==> src/rtl/spi_master.sv <==
// SPI mode-0 master (CPOL=0, CPHA=0), one full-duplex byte per start_i, MSB first.
// Latency: done_o pulses 17*CLK_DIV clk cycles after the edge that accepts start_i.
// Backpressure: none; start_i while a transfer is running is dropped and flagged on error_o.
module spi_master #(
  parameter int CLK_DIV = 4
) (
  input  logic       clk,
  input  logic       rst,
  input  logic       start_i,
  input  logic [7:0] data_i,
  output logic [7:0] data_o,
  output logic       done_o,
  output logic       error_o,
  output logic       sck_o,
  output logic       mosi_o,
  input  logic       miso_i,
  output logic       cs_n_o
);

  localparam int            CW       = (CLK_DIV > 1) ? $clog2(CLK_DIV) : 1;
  localparam logic [CW-1:0] DIV_LAST = CW'(CLK_DIV - 1);

  typedef enum logic [2:0] {IDLE, SETUP, HIGH, LOW, HOLD} state_t;

  state_t        state_q, state_d;
  logic [CW-1:0] div_cnt_q, div_cnt_d;
  logic [3:0]    bit_cnt_q, bit_cnt_d;
  // tx holds only the bits not yet presented on mosi (bit 7 goes out at accept)
  logic [6:0]    tx_q, tx_d;
  logic [7:0]    rx_q, rx_d;
  logic [7:0]    data_q, data_d;
  logic          done_q, done_d;
  logic          error_q, error_d;
  logic          sck_q, sck_d;
  logic          mosi_q, mosi_d;
  logic          cs_n_q, cs_n_d;
  logic          half_done;

  assign half_done = (div_cnt_q == DIV_LAST);

  // Next-state logic: every non-idle state lasts one SCK half-period (CLK_DIV cycles)
  always_comb begin
    state_d   = state_q;
    div_cnt_d = div_cnt_q;
    bit_cnt_d = bit_cnt_q;
    tx_d      = tx_q;
    rx_d      = rx_q;
    data_d    = data_q;
    done_d    = 1'b0;
    error_d   = 1'b0;
    sck_d     = sck_q;
    mosi_d    = mosi_q;
    cs_n_d    = cs_n_q;
    if (state_q == IDLE) begin
      div_cnt_d = '0;
      if (start_i) begin
        tx_d      = data_i[6:0];
        mosi_d    = data_i[7];
        cs_n_d    = 1'b0;
        rx_d      = '0;
        bit_cnt_d = '0;
        state_d   = SETUP;
      end
    end else begin
      // a request while busy is reported and otherwise ignored
      error_d   = start_i;
      div_cnt_d = half_done ? '0 : div_cnt_q + 1'b1;
      if (half_done) begin
        case (state_q)
          SETUP, LOW: begin
            sck_d   = 1'b1;
            rx_d    = {rx_q[6:0], miso_i};
            state_d = HIGH;
          end
          HIGH: begin
            sck_d     = 1'b0;
            bit_cnt_d = bit_cnt_q + 4'd1;
            if (bit_cnt_q == 4'd7) begin
              state_d = HOLD;
            end else begin
              mosi_d  = tx_q[6];
              tx_d    = {tx_q[5:0], 1'b0};
              state_d = LOW;
            end
          end
          HOLD: begin
            cs_n_d  = 1'b1;
            mosi_d  = 1'b0;
            data_d  = rx_q;
            done_d  = 1'b1;
            state_d = IDLE;
          end
          default: state_d = IDLE;
        endcase
      end
    end
  end

  // State and output registers; reset aborts any transfer immediately
  always_ff @(posedge clk or negedge rst) begin
    if (!rst) begin
      state_q   <= IDLE;
      div_cnt_q <= '0;
      bit_cnt_q <= '0;
      tx_q      <= '0;
      rx_q      <= '0;
      data_q    <= '0;
      done_q    <= 1'b0;
      error_q   <= 1'b0;
      sck_q     <= 1'b0;
      mosi_q    <= 1'b0;
      cs_n_q    <= 1'b1;
    end else begin
      state_q   <= state_d;
      div_cnt_q <= div_cnt_d;
      bit_cnt_q <= bit_cnt_d;
      tx_q      <= tx_d;
      rx_q      <= rx_d;
      data_q    <= data_d;
      done_q    <= done_d;
      error_q   <= error_d;
      sck_q     <= sck_d;
      mosi_q    <= mosi_d;
      cs_n_q    <= cs_n_d;
    end
  end

  assign data_o  = data_q;
  assign done_o  = done_q;
  assign error_o = error_q;
  assign sck_o   = sck_q;
  assign mosi_o  = mosi_q;
  assign cs_n_o  = cs_n_q;

endmodule

==> config.mk <==
export PLATFORM = sky130hd
export DESIGN_NAME = spi_master
export DESIGN_NICKNAME = d
export VERILOG_FILES = /design/src/rtl/spi_master.sv
export SDC_FILE = /design/constraint.sdc
export NUM_CORES = 1
export LEC_CHECK = 0
export BUFFER_PORTS_ARGS = -buffer_cell sky130_fd_sc_hd__buf_2
export CORE_MARGIN = 5
export CORE_UTILIZATION = 30
export DETAILED_ROUTE_END_ITERATION = 12
export PLACE_DENSITY = 0.44
export SLEW_MARGIN = 15
export SYNTH_ARGS = -nofsm -noshare
export SYNTH_HDL_FRONTEND = slang
export SYNTH_SLANG_ARGS = --single-unit
==> constraint.sdc <==
create_clock -name clk -period 1.9 [get_ports clk]
set_clock_uncertainty 0.2 [all_clocks]
set_input_delay 0.38 -clock clk [delete_from_list [all_inputs] [get_ports clk]]
set_output_delay 0.38 -clock clk [all_outputs]
set_load 0.01 [all_outputs]
Yosys cells after proc, flatten, opt, wreduce, memory -nomap -nowiden
Index checks and enable logic that the tools add are counted.

cells by class
  $add $sub $neg = 2
  multipliers = 0
  div/mod/pow operators = 0
  magnitude comparators = 0
  equality and inequality tests = 9
  shifts and indexed selects = 0
  multiplexer cells = 34
  bitwise gates (word level) = 1
  reductions and logical operators = 16

operator list
  operator                                                               count
  7-bit two-way mux                                                      5
  8-bit two-way mux                                                      4
  4-bit two-way mux                                                      4
  3-bit AND reduction                                                    5
  1-bit two-way mux                                                      12
  3-bit two-way mux                                                      4
  2-bit nonzero test                                                     5
  4-bit AND reduction                                                    2
  3-bit by 2-bit equality test with 1-bit output, second input constant  2
  3-bit one-hot mux with 2 select lines                                  1
  4-bit by 1-bit adder with 4-bit output, second input constant          1
  4-bit by 3-bit equality test with 1-bit output, second input constant  1
  2-bit two-way mux                                                      2
  2-bit inequality test, second input constant                           2
  1-bit one-hot mux with 2 select lines                                  2
  3-bit by 1-bit equality test with 1-bit output, second input constant  1
  3-bit equality test, second input constant                             1
  3-bit logical NOT                                                      1
  3-bit inequality test, second input constant                           1
  3-bit nonzero test                                                     1
  2-bit by 1-bit adder with 2-bit output, second input constant          1
  2-bit equality test, second input constant                             1
  2-bit AND reduction                                                    1
  2-bit OR reduction                                                     1
  1-bit inverter                                                         1

word-level totals
  register bits after elaboration = 37
  bits in latches = 0
  bits in writable memories = 0
  ROM bits = 0
  bits of input ports = 12
  output and inout bits = 13
  word-level logic and storage cells = 73
  memories kept = 0

Depth between registers and ports, before layout
Gate-level depths: netlist of run 1.

  word-level depth = 5
  mapped depth = 7
  gate-level depth less buffers = 5

Least setup slack after synthesis of run 1
No wires, ideal clock.

  path kind = flip-flop to flip-flop
  start = register state_q[0]
  end = register mosi_q, in the netlist mosi_o
  setup time = 127 ps
  data arrival time = 1398 ps
  data required time = 1573 ps
  slack = 175 ps
  cell stages (with the launch flop) = 6
  path buffers = 1
  clock period less this slack = 1725 ps
  cells stage by stage = dfrtp_1 buf_4 nor3_4 nand2_4 a21oi_2 mux2_1

between the ends
  word-level cells in the longest chain between the ends = 4
  elaborated cells on any way between the ends = 11
  those cells by class = 4 x eq/ne; 3 x mux; 4 x reduce/logical

ends and longest elaborated chain
  item                                                                                   RTL line  text
  from (decl)                                                                            25        state_t state_q, state_d;
  from (signal assigned)                                                                 114       state_q <= state_d;
  3-bit equality test or 3-bit by 2-bit equality test with 1-bit output (tied branches)  69        case (state_q)
  1-bit one-hot mux with 2 select lines                                                  69
  1-bit two-way mux                                                                      68        if (half_done) begin
  1-bit two-way mux                                                                      54        if (state_q == IDLE) begin
  to (signal assigned)                                                                   123       mosi_q <= mosi_d;
  to (decl)                                                                              35        logic mosi_q, mosi_d;

Parallel ways exist; a longest one is shown, timed or not. The select of a mux whose other input is x is not followed.
A chain may end at the register's enable or synchronous reset.

Worst setup path in the final report of run 1
  start = register bit_cnt_q[0]
  end = register mosi_q, in the netlist mosi_o

between the ends
  word-level cells in the longest chain between the ends = 3

ends and longest elaborated chain
  item                                            RTL line  text
  from (decl)                                     27        logic [3:0] bit_cnt_q, bit_cnt_d;
  from (signal assigned)                          116       bit_cnt_q <= bit_cnt_d;
  4-bit by 3-bit equality test with 1-bit output  78        if (bit_cnt_q == 4'd7) begin
  3-bit inequality test (no line)                 n/a
  4-bit AND reduction (no line)                   n/a

Every way passes these cells.

==> reports/results.ini, run 1 <==
[clocking]
tritoncts = yes
root_buffer = clkbuf_8
clock_sinks = 37
cts_resized = 0
htree_levels = 2
post_cts_buffers = 0
postCtsHoldBufs = 1
cts_buffers = 5
clk_path_buf_depth = 2
clk_pin_slew_ns = 0.07
clk_latency_ns = 0.28

[synth]
synth.area.top_cells = dfrtp_1, nand2_1, mux2_2
synth_xor_area_frac = 0
ys_warn_count = 0
ys_seq_area_frac = 0.5683
synthMuxAreaShare = 0.1058
synth_top_family_by_area = simple AND/OR/NAND/NOR gates
synth.avg_cell_area_sq_um = 11.57
syn_nets = 155
synth-compound-area-share = 0.1035
ys_types = 37
yosysTopAreaCellShare = 0.5521
synth_seq_cells = 37
synth_fa_ha_area_frac = 0.01534
yosysTopAreaCell = dfrtp_1
synthSimpleGateAreaFrac = 0.1695
synth_area_sq_mm = 0.001632
syn_inst = 141

[placed_design]
portBuffers = 24
dp_hpwl_um = 2243
place.gp.congestion = 0.7550
dp.cells = 236

[route]
post_drt_via_cell_ratio = 4.514
drc_errors = 0
dr.pass1.iters = 4
ant_nets = 0
drt_iter0_drc = 44
post_drt_wl_per_cell_um = 12.83
totalWireLength_um = 3144
vias = 1106

[floorplanning]
core-area_sq_mm = 0.005205
fp-row-count = 26
dieArea_sq_mm = 0.007013
die_w_um = 83.75
start_util = 0.3135
io-pin-count = 25
dieHeight_um = 83.75

[grt]
grt_pass1_wl_um = 5595
grt_pass1_vias = 1183
grt_overflow = 0
grt_max_degree = 38
grt_usage = 0.09977
antenna_found_initial = 0

[timing]
final-max-slew-violation-count = 0
worst_pin_slew_ns = 0.4720
fin_crit_ns = 1.761
setup_violations = 0
rsz0062_at_grt = no
slew_headroom = 0.6853
fin_setup_tns_ns = 0
max_freq_mhz = 568.0
min_period_over_period = 0.9266
hold_viol_final = 0

[final_layout]
fin_nets = 188
fin_cells = 245
fillers = 549
layout_common_cells = dfrtp_1, nand2_1, buf_2
n_antenna_cell = 0
final_layout_size_suffix_gt1_frac = 0.3257
layout_commonest_cell = dfrtp_1
syn2layout_area_growth_pct = 21.09
fin_util = 0.3796

[power]
p_per_area_mw_per_mm2 = 780.0
p_leak_nw = 1.004
ir_drop_mv = 0.4604

[setup_path]
setup.worst_path.end_class = flip-flop
required_ns = 1.86
startpoint_type = flip-flop
crit_arrival_ns = 1.72
cp_max_fo = 4
path_class = reg -> reg

[hold_path]
hold_class = in -> reg

[job]
drv_cap = 0

[run_status]
outcome = finished, final reports clean

-- kinds of logic after synthesis --
group	count (synthesis)
buf+inv	10
simple gates	52
fa+ha+maj	2
compound gates	24
mux	16
flops	37
-- final timing paths --
check / from / end / slack (ns) / cells past startpoint
max: bit_cnt_q[0] / mosi_o / 0.14 / 5
min: miso_i / rx_q[0] / 0.09 / 3
max reg2reg: bit_cnt_q[0] / mosi_o / 0.14 / 5
min reg2reg: div_cnt_q[0] / div_cnt_q[0] / 0.25 / 1
max in group asynchronous: rst / cs_n_o / 0.67 / 3
min in group asynchronous: rst / tx_q[4] / 0.48 / 3
-- power by group --
group | leakage, nW | switching (mW) | internal, mW
Sequential | 0.462 | 0.00540 | 0.795
Combinational | 0.485 | 0.0250 | 0.0156
Clock | 0.0574 | 0.274 | 0.427
Total | 1.00 | 0.304 | 1.24
-- layout make-up --
type	instances	area [sq um]	area share
Inverter	4	15.01	0.007600
Sequential cell	37	927.1	0.4693
Clock inverter	2	37.54	0.01900
Clock buffer	6	82.58	0.04180
Timing Repair Buffer	32	182.7	0.09246
Tap cell	70	87.58	0.04433
Multi-Input combinational cell	94	643.1	0.3255
-- sequential cells by signal, summed over array words and instances (netlist names) --
register	count
data_o	8
rx_q	8
tx_q	7
bit_cnt_q	4
state_q	3
div_cnt_q	2
cs_n_o	1
done_o	1
error_o	1
mosi_o	1
sck_o	1
-- worst max-delay path: stages (launching register included) --
cell and delay, ns:
dfrtp_1 0.41, ha_1 0.24, nand3b_1 0.22, a21oi_1 0.13, a21oi_2 0.12, mux2_1 0.33
-- per-stage QoR --
stage          cell area (sq um)  hold WS [ns]  power [mW]  setup slack [ns]
3_5_place_dp                1846        0.2422      0.8568            0.1504
2_1_floorplan               1632       -0.1156      0.8216            0.1746
3_3_place_gp                1846        0.2251      0.8548            0.1493
5_1_grt                     1976       0.09732       1.618           0.01711
4_1_cts                     1976       0.07304       1.579            0.1298
6_report                    1976       0.08848       1.541            0.1394
-- cells in the mapped netlist (all sizes together) --
library cell  number
a21oi              2
and4bb             1
nor2               1
nand3             10
nor2b              4
o31ai              1
and2               1
a32o               1
nand3b             1
ha                 2
nand4              1
o22ai              2
clkbuf             1
dfrtp             36
dfstp              1
mux2              10
nand2             30
inv                4
o41ai              2
nor3               3
mux2i              6
buf                5
o21ai             11
o211ai             1
a22o               1
a21o               1
a22oi              2
-- per-layer routing --
metal  vias to the layer above  GRT usage  share of wire
met1                       515     0.1314           0.47
met3                         6    0.02863          0.046
met5                         -          0              0
met4                         0    0.04386          0.020
met2                        26     0.1518           0.46
li1                        559          -              -
(Power assumes the default switching activity.)
==> run 2, diff against run 1 <==
Settings changed: ABC_AREA from default to 1, PLACE_DENSITY 0.44 to 0.43.
==> reports/results.ini, run 2 <==
[synth]
syn_inst = 189
synth.avg_cell_area_sq_um = 8.997
ys_seq_area_frac = 0.5453
synthMuxAreaShare = 0
ys_types = 23
yosysTopAreaCellShare = 0.5298
synth.area.top_cells = dfrtp_1, nand2_1, inv_1
synth_top_family_by_area = simple AND/OR/NAND/NOR gates
ys_top_cells_by_count = nand2_1, dfrtp_1, inv_1, nand3_1, o21ai_0
synth_seq_cells = 37
synth_edf_count = 0
synth_xor_area_frac = 0.005151
synth-compound-area-share = 0.07506
syn_nets = 203
yosysTopAreaCell = dfrtp_1
synthSimpleGateAreaFrac = 0.2951
yosysMostFrequentCell = nand2_1
ys.flop_type = dfrtp_1
synth_area_sq_mm = 0.001700
ys_warn_count = 0
synth-async-reset-ratio = 1.000
synth_fa_ha_area_frac = 0.01472

[route]
totalWireLength_um = 3556
drt_iter0_drc = 45
vias = 1255
dr.pass1.iters = 4
drc_errors = 0
ant_nets = 0
post_drt_via_cell_ratio = 4.254
post_drt_wl_per_cell_um = 12.05

[power]
seqPwrFrac = 0.570
clkPwrFrac = 0.397
power.internal_mw = 1.071
sw_frac_of_total = 0.2339
pwr-share-comb = 0.033
p_leak_nw = 1.082
p_per_area_mw_per_mm2 = 692.1
ir_drop_mv = 0.2755
power_mw = 1.398
p_sw_mw = 0.3269

[floorplanning]
io-pin-count = 25
core-area_sq_mm = 0.005507
die_w_um = 85.29
dieArea_sq_mm = 0.007274
fp-row-count = 27
dieHeight_um = 85.29
start_util = 0.3088

[grt]
grt_usage = 0.1093
grt_pass1_wl_um = 6265
grt_overflow = 0
grt_pass1_vias = 1322
antenna_found_initial = 0
grt_max_degree = 23

[timing]
max_freq_mhz = 573.7
rsz0062_at_grt = no
setup_violations = 0
min_period_over_period = 0.9173
fin_setup_tns_ns = 0
whs_ns = 0.1225
worst_pin_slew_ns = 0.4021
fin_crit_ns = 1.743
hold_viol_final = 0
slew_headroom = 0.7319
final-max-slew-violation-count = 0

[clocking]
tritoncts = yes
clk_latency_ns = 0.29
clock_sinks = 37
htree_levels = 2
cts_buffers = 5
root_buffer = clkbuf_8
post_cts_buffers = 0
postCtsHoldBufs = 1
cts_resized = 0
clk_path_buf_depth = 2
clk_pin_slew_ns = 0.08

[setup_path]
path_cells = nor2_4, nand2_2, inv_1, nand2_1, nand2_1, nand2_1, nand2_1
crit_path_max_incr_delay_ns = 0.46
crit_arrival_ns = 1.77
required_ns = 1.93
critPathSlowestCell = dfrtp_1
path_class = reg -> reg
cp_max_fo = 11
cpMostUsedCell = nand2_1
startpoint_type = flip-flop
setup.worst_path.end_class = flip-flop

[run_status]
outcome = finished, final reports clean

[hold_path]
hold_class = in -> reg

[final_layout]
n_antenna_cell = 0
syn2layout_area_growth_pct = 18.76
final_area_sq_mm = 0.002019
fin_util = 0.3667
fin_nets = 236
fillers = 597
layout_commonest_cell = nand2_1
final_layout_size_suffix_gt1_frac = 0.2242
layout_common_cells = nand2_1, dfrtp_1, buf_2

[placed_design]
place_area_sq_mm = 0.001922
dp_hpwl_um = 2543
portBuffers = 24
place.gp.congestion = 0.7161

[job]
drv_cap = 0

==> run 2: final timing paths <==
| path | end | depth (start not counted) | slack [ns] | from |
|---|---|---|---|---|
| max reg2reg | tx_q[1] | 7 | 0.16 | state_q[0] |
| max | tx_q[1] | 7 | 0.16 | state_q[0] |
| max in group asynchronous | cs_n_o | 3 | 0.63 | rst |
| min reg2reg | div_cnt_q[0] | 1 | 0.24 | div_cnt_q[0] |
| min | tx_q[0] | 3 | 0.12 | data_i[0] |
| min in group asynchronous | data_o[0] | 2 | 0.34 | rst |
==> run 2: cell type report <==
| type | count | area [sq um] | share of cell area |
|---|---|---|---|
| clock buffer | 6 | 72.57 | 0.03594 |
| clock inverter | 2 | 15.01 | 0.007435 |
| inverter | 17 | 63.81 | 0.03160 |
| multi-input combinational | 130 | 663.1 | 0.3284 |
| sequential | 37 | 927.1 | 0.4591 |
| tap | 72 | 90.09 | 0.04461 |
| timing repair buffer | 31 | 187.7 | 0.09294 |
==> run 2: kinds of logic after synthesis <==
logic type | count (synthesis)
xor gates and xnor gates | 1
AOI/OAI and AO/OA | 23
and+or+nand+nor | 104
buffers and inverters | 22
adders and majority gates | 2
DFF | 37
==> run 2: stage by stage <==
stage | setup WS, ns | cells
6_report | 0.1571 | 295
5_1_grt | 0.003543 | 295
4_1_cts | 0.1368 | 295
3_5_place_dp | 0.1512 | 286
3_3_place_gp | 0.1935 | 286
2_1_floorplan | 0.3772 | 189
==> run 2: power by group through the flow <==
| stage | sequential [mW] | clock (mW) | combinational, mW |
|---|---|---|---|
| 2_1_floorplan | 0.812 | 0 | 0.00905 |
| 5_1_grt | 0.797 | 0.621 | 0.0548 |
| 3_3_place_gp | 0.812 | 0 | 0.0484 |
| 3_5_place_dp | 0.812 | 0 | 0.0479 |
| 4_1_cts | 0.796 | 0.587 | 0.0495 |
| 6_report | 0.796 | 0.555 | 0.0465 |
==> run 2: worst max-delay path, delay by kind of cell (launching register included) <==
kind / cells / cell delay [ns]
buffers and inverters: 1 / 0.32
AND/OR/NAND/NOR: 6 / 0.71
flip-flops: 1 / 0.46
==> run 2: routing by layer <==
metal,up-vias,GRT usage,part of all wire
met5,-,0,0
met4,0,0.04317,0.017
met3,7,0.03495,0.038
met2,18,0.1653,0.42
met1,561,0.1443,0.53
li1,669,-,-
